[src/rtl/alu_serial_seq.sv]
// rtl/alu_serial_seq.sv - bit-serial ALU controller driving one 1-bit slice, LSB first
// Optional feature macro: SLT_OVF_FIX_EN (overflow-corrected signed less-than)
module alu_serial_seq #(
    parameter int WIDTH = 32
) (
    input  logic             clk,
    input  logic             rst_n,
    input  logic             start,
    input  logic [WIDTH-1:0] a,
    input  logic [WIDTH-1:0] b,
    input  logic [1:0]       op,
    input  logic             ainvert,
    input  logic             binvert,
    output logic             busy,
    output logic             done,
    output logic [WIDTH-1:0] result,
    output logic             carry_out,
    output logic             overflow,
    output logic             zero
);

    localparam int CW = $clog2(WIDTH);
    localparam logic [CW-1:0] LAST = CW'(WIDTH - 1);

    typedef enum logic [1:0] {
        IDLE = 2'd0,
        RUN  = 2'd1,
        FIN  = 2'd2
    } state_t;

    state_t state, state_next;

    logic [WIDTH-1:0] a_q, b_q, result_q;
    logic [1:0]       op_q;
    logic             ainv_q, binv_q, carry_q;
    logic [CW-1:0]    cnt_q;
    logic             carry_out_q, overflow_q, zero_q;

    logic             ai, bi, sum, carry_next, slice_bit, ovf_fin, set_bit;
    logic [WIDTH-1:0] res_fin;

    // One slice of the ripple chain, evaluated at the current bit position
    always_comb begin
        ai         = a_q[cnt_q] ^ ainv_q;
        bi         = b_q[cnt_q] ^ binv_q;
        sum        = ai ^ bi ^ carry_q;
        carry_next = (ai & bi) | (ai & carry_q) | (bi & carry_q);
        ovf_fin    = carry_q ^ carry_next;
        case (op_q)
            2'b00:   slice_bit = ai & bi;
            2'b01:   slice_bit = ai | bi;
            2'b10:   slice_bit = sum;
            default: slice_bit = 1'b0;
        endcase
    end

`ifdef SLT_OVF_FIX_EN
    assign set_bit = sum ^ ovf_fin;
`else
    assign set_bit = sum;
`endif

    // Final result as it stands once the MSB is written and the Set bit looped back
    always_comb begin
        res_fin         = result_q;
        res_fin[cnt_q]  = slice_bit;
        if (op_q == 2'b11) begin
            res_fin[0] = set_bit;
        end
    end

    always_comb begin
        state_next = state;
        case (state)
            IDLE:    if (start) state_next = RUN;
            RUN:     if (cnt_q == LAST) state_next = FIN;
            FIN:     state_next = IDLE;
            default: state_next = IDLE;
        endcase
    end

    always_ff @(posedge clk) begin
        if (!rst_n) begin
            state       <= IDLE;
            a_q         <= '0;
            b_q         <= '0;
            op_q        <= 2'b00;
            ainv_q      <= 1'b0;
            binv_q      <= 1'b0;
            carry_q     <= 1'b0;
            cnt_q       <= '0;
            result_q    <= '0;
            carry_out_q <= 1'b0;
            overflow_q  <= 1'b0;
            zero_q      <= 1'b0;
        end else begin
            state <= state_next;
            case (state)
                IDLE: begin
                    if (start) begin
                        a_q      <= a;
                        b_q      <= b;
                        op_q     <= op;
                        ainv_q   <= ainvert;
                        binv_q   <= binvert;
                        carry_q  <= binvert;
                        cnt_q    <= '0;
                        result_q <= '0;
                    end
                end
                RUN: begin
                    carry_q <= carry_next;
                    cnt_q   <= cnt_q + CW'(1);
                    // Flags and the patched bit 0 land together so they are valid with done
                    if (cnt_q == LAST) begin
                        result_q    <= res_fin;
                        carry_out_q <= carry_next;
                        overflow_q  <= ovf_fin;
                        zero_q      <= (res_fin == '0);
                    end else begin
                        result_q[cnt_q] <= slice_bit;
                    end
                end
                default: ;
            endcase
        end
    end

    assign busy      = (state != IDLE);
    assign done      = (state == FIN);
    assign result    = result_q;
    assign carry_out = carry_out_q;
    assign overflow  = overflow_q;
    assign zero      = zero_q;

endmodule

[config.mk]
export PLATFORM = sky130hd
export DESIGN_NAME = alu_serial_seq
export DESIGN_NICKNAME = d
export VERILOG_FILES = /design/src/rtl/alu_serial_seq.sv
export SDC_FILE = /design/constraint.sdc
export NUM_CORES = 1
export LEC_CHECK = 0
export ABC_CLOCK_PERIOD_IN_PS = 6200
export CAP_MARGIN = 10
export CORE_MARGIN = 5
export CORE_UTILIZATION = 54
export CTS_CLUSTER_DIAMETER = 30
export DETAILED_ROUTE_END_ITERATION = 12
export PLACE_DENSITY = 0.9
export SLEW_MARGIN = 40
export SYNTH_ARGS = -nofsm -noshare
export SYNTH_HDL_FRONTEND = slang
export SYNTH_SLANG_ARGS = --single-unit
[constraint.sdc]
create_clock -name clk -period 6.2 [get_ports clk]
set_input_delay 1.86 -clock clk [delete_from_list [all_inputs] [get_ports clk]]
set_output_delay 1.86 -clock clk [all_outputs]
set_load 0.005 [all_outputs]
* After elaboration in Yosys (flattened, before gate mapping) *
Cells that the tools add are included.

word-level totals
  flip-flop bits (word level) = 111
  word-level logic and storage cells = 63

cells by class
  bitwise operators = 11
  mux-type cells = 19
  add/subtract/negate cells = 1
  eq/ne operators = 8
  reduce and logical (&&, ||, !) cells = 10
  magnitude comparators = 2

operators with widths
  cell                 number
  $pmux 32 s2          1
  $bwmux 32            1
  $logic_not 32->1     1
  $mux 32              1
  $bmux 1 s5           2
  $pmux 5 s2           1
  $reduce_and 2->1     4
  $eq 2x2->1 const B   3
  $lt 5x6->1 const B   1
  $mux 1               6
  $add 5x1->5 const B  1
  $demux 1 s5          1
  $eq 5x5->1 const B   1
  $ge 5x1->1 const B   1
  $mux 5               1
  $xor 1x1->1          5
  $eq 2x1->1 const B   2
  $logic_not 2->1      2
  $mux 2               2
  $ne 2x2->1 const B   2
  $pmux 2 s2           1
  $reduce_bool 2->1    2
  $and 1x1->1          3
  $or 1x1->1           3
  other kinds (3)      3

* Depth between registers and ports, before layout *
  depth in word-level cells = 10
  gate-level depth with buffers = 16
  depth with buffers taken out = 12

* Worst setup path after synthesis *
OpenSTA, ideal clock, no wires.

  path kind = reg-to-reg
  start point = reg cnt_q[1]
  end point = reg zero_q (netlist: zero)
  data required time = 6.139 ns
  data arrival time = 3.441 ns
  clock period less this slack = 3.502 ns
  slack = 2.698 ns
  setup time = 0.061 ns
  path buffers = 3
  stages on the path, launching flop included = 16
  cell sequence = dfxtp_1 -> buf_2 -> buf_1 -> mux4_2 -> a22oi_1 -> nand4_1 -> xnor2_1 -> inv_1 -> fa_1 -> nand3b_1 -> o31ai_2 -> buf_2 -> o31ai_1 -> o2111ai_1 -> a2111oi_2 -> a32o_1

on the way
  longest elaborated chain between the ends = 9

RTL lines
  item                            RTL line  source
  start: declaration              36        logic [CW-1:0] cnt_q;
  start signal: assignment        113       cnt_q <= cnt_q + CW'(1);
  $bmux 1 s5 (on tied branches)   44, 45
  $mux 1 (on tied branches)       44, 45
  $xor 1x1->1 (on tied branches)  44, 45
  $xor 1x1->1 (2 in series)       46        sum = ai ^ bi ^ carry_q;
  $pmux 1 s3                      49        case (op_q)
  $bwmux 32                       66        res_fin[cnt_q] = slice_bit;
  $mux 1                          67        if (op_q == 2'b11) begin
  $logic_not 32->1                119       zero_q <= (res_fin == '0);
  end signal: assignment          119
  end: declaration                37        logic carry_out_q, overflow_q, zero_q;

Several ways; a longest one is shown, not always the timed one. The select of a mux whose other input is x is not followed.
A chain may end at the register's enable or synchronous reset.

* Final worst setup path *
  start point = reg cnt_q[3]
  end point = reg zero_q (netlist: zero)

Same word-level chain as after synthesis.

==> results.tsv <==
metric	value	unit
Adder-Cell Fraction of Synth Area	0.0192	
Leakage	2.40	nW
HPWL Detailed	10.5	mm
number of distinct library cells after synthesis	52	
Starting Density	0.548	
Synth Area in XOR/XNOR	0.00469	
Row Count	37	
fraction of layout cells with a size suffix above 1	0.0741	
Compound-Gate Fraction of Synth Area	0.214	
fmax	236	MHz
metal3 WL	1.03	mm
hold bufs inserted after CTS	0	
Logic pwr share	0.159	
Avg Inst Size Synth	7.82	µm²
Final Routed Wirelength	15.1	mm
worst-path fanout max	25	
IO Count	108	
Detailed Routing Iterations Pass 1	5	
Die Area	12500	µm²
Die W	112	µm
uppermost routed layer	met4	
global-route wire length before repair	24.3	mm
Port-buffer cells	107	
clock tree buffer depth	2	
Via density	5.80	
M1 WL	6.24	mm
Arrival @ worst endpoint	4.56	ns
P_int	0.000997	W
vias in the first global route	5098	
DR WL/cell	16.4	µm
CTS tree	yes	
Yosys reg bits	111	
largest family of logic cells by synthesized area	simple AND/OR/NAND/NOR gates	
max incr delay on CP	0.86	ns
simple-gate share of the synthesized area	0.242	
relative slew slack	0.452	
Post-synth EDFFs	0	
min cycle time layout	4.23	ns
Overflow after GRT	0	
RSZ-0062 raised after global routing	false	
setup_tns	0	ns
Slew Viols, Final	0	
Syn Inst Count	717	
Tcrit/Tclk final	0.683	
initial antenna violation count	0	
FILL cells	822	
Max Cap Viol	0	
commonest non-fill, non-tap cells in the layout	177 x nand2_1, 118 x a21oi_1, 110 x dfxtp_1	
Max IR drop VDD	0.143	mV
Vias	5331	
WS Path Type	reg2reg	
met2 WL	7.48	mm
PD cells	204	nW/µm²
startpoint types	flip-flop	
# nets final	857	
Clock transition at path regs	0.11	ns
Top Family by Delay on Critical Path	compound AO/OA/AOI/OAI gates	
number of inserted diodes	0	
Synth Net Count	796	
postcts setup bufs	0	
Ys Warns	0	
largest net degree at the start of global routing	72	
most common cell after layout, fill and taps aside	nand2_1	
DRC errors left	0	
CTS resizes	0	
post-synthesis sequential area ratio	0.396	
Clock Power Share	0.295	
Reg power frac	0.546	
GPL Wtd Cong	0.876	
die height	112	µm
Layout Area Growth over Synthesis	21.8	%
outcome	completed	
P_sw	0.000395	W
global-route usage over all layers	0.235	
clk root buf	clkbuf_8	
Clock Sinks	111	
final worst clock skew	0.0127	ns
Main synth FF type	dfxtp_1	
Clock Latency Late Sink	0.38	ns
H-tree depth	3	
Required @ worst endpoint	6.53	ns
worst hold slack	0.461	ns
crit path max-delay cell type	dfxtp_1	
CP cell instances	nor3b_2 -> a22oi_1 -> nand4_1 -> xnor2_1 -> inv_1 -> fa_1 -> nand3b_1 -> o31ai_2 -> buf_4 -> o31ai_1 -> o2111ai_1 -> a2111oi_2 -> a32o_1	
Worst-Margin Slew	0.823	ns
number of CTS-inserted buffers	9	
Buf/Inv on CP	2	
Sw Share	0.284	
cell area after synthesis	5610	µm²
Setup Viol. Count Final	0	
hold crit path type	reg2reg	
CP endpoint kind	flip-flop	
DRT iter0 DRCs	377	
antenna-violating nets left	0	
mux contribution to synthesized area	0.0701	
Core ar.	10200	µm²
Post-synth ARST share	0	
Final Hold Fails	0	
## final timing paths
check	from	endpoint	slack, ns	depth (start not counted)
max	cnt_q[3]	zero	1.97	13
min	a_q[26]	a_q[26]	0.46	2
max reg2reg	cnt_q[3]	zero	1.97	13
min reg2reg	a_q[26]	a_q[26]	0.46	2
## sequential cells by signal, indices dropped and copies added (netlist names)
signal     count
state          2
b_q           32
op_q           2
a_q           32
ainv_q         1
overflow       1
carry_out      1
zero           1
binv_q         1
result        32
cnt_q          5
carry_q        1
## power groups by stage
| stage | Clock (W) | Sequential, W | Combinational (W) |
|---|---|---|---|
| 2_1_floorplan | 0 | 0.000769 | 0.000140 |
| 3_3_place_gp | 0 | 0.000774 | 0.000210 |
| 3_5_place_dp | 0 | 0.000777 | 0.000218 |
| 4_1_cts | 0.000417 | 0.000760 | 0.000220 |
| 5_1_grt | 0.000446 | 0.000764 | 0.000242 |
| 6_report | 0.000411 | 0.000760 | 0.000221 |
## logic make-up (layout without fill, tap and decap cells)
| family | count (synthesis) | after routing |
|---|---|---|
| compound gates | 209 | 209 |
| flops | 111 | 111 |
| simple gates | 296 | 296 |
| mux | 19 | 19 |
| fa+ha+maj | 8 | 8 |
| buf+inv | 71 | 137 |
| xor+xnor | 3 | 3 |
## routing by layer
metal  GRT usage  up-vias
met5           0        -
met3      0.0321       31
met4      0.0941        0
li1            -     2581
met1       0.293     2491
met2       0.408      228
## tightest hold or removal path: stages, from the launching register on
cell and delay, ns:
dfxtp_1 0.32, nand2_1 0.05, a21oi_1 0.05
## synth_stat cells, drive strengths merged, types with 2 or more instances
cell type	instances	area [µm²]
or3b	3	28.8
nand4	3	18.8
and3	9	56.3
o31ai	7	57.6
and3b	3	26.3
buf	15	83.8
mux4	16	360
nor2	27	104
mux2	2	22.5
nor3	9	50.1
nor2b	13	81.3
nand2	178	668
a211oi	2	15.0
clkbuf	50	190
a22oi	9	67.6
a21boi	26	195
ha	7	87.6
and2	5	31.3
nand2b	16	100
nand3	16	80.1
dfxtp	111	2220
nor3b	4	40.0
nand3b	4	30.0
xnor2	2	17.5
inv	6	22.5
o21ai	37	185
a21oi	118	591
a2111oi	2	23.8
o2111ai	3	26.3
nor4	2	12.5
## layout make-up
class	count	area, µm²	share of cell area
clock buffer	10	128	0.0187
clock inverter	6	52.6	0.00770
inverter	6	25.0	0.00367
multi-input combinational	535	3100	0.454
sequential	111	2220	0.326
tap	136	170	0.0249
timing repair buffer	115	1130	0.165
## metrics by stage
stage | cell area (µm²) | instances | total power, W | worst slack (ns) | utilization
global placement | 6640 | 903 | 0.000984 | 1.99 | 0.649
floorplan | 5610 | 717 | 0.000909 | 2.70 | -
detailed placement | 6650 | 903 | 0.000995 | 1.99 | 0.650
global route | 6830 | 919 | 0.00145 | 1.69 | 0.667
finish | 6830 | 919 | 0.00139 | 1.97 | 0.667
CTS | 6830 | 919 | 0.00140 | 1.95 | 0.667
Note: power is estimated with default switching activity, not from simulation.
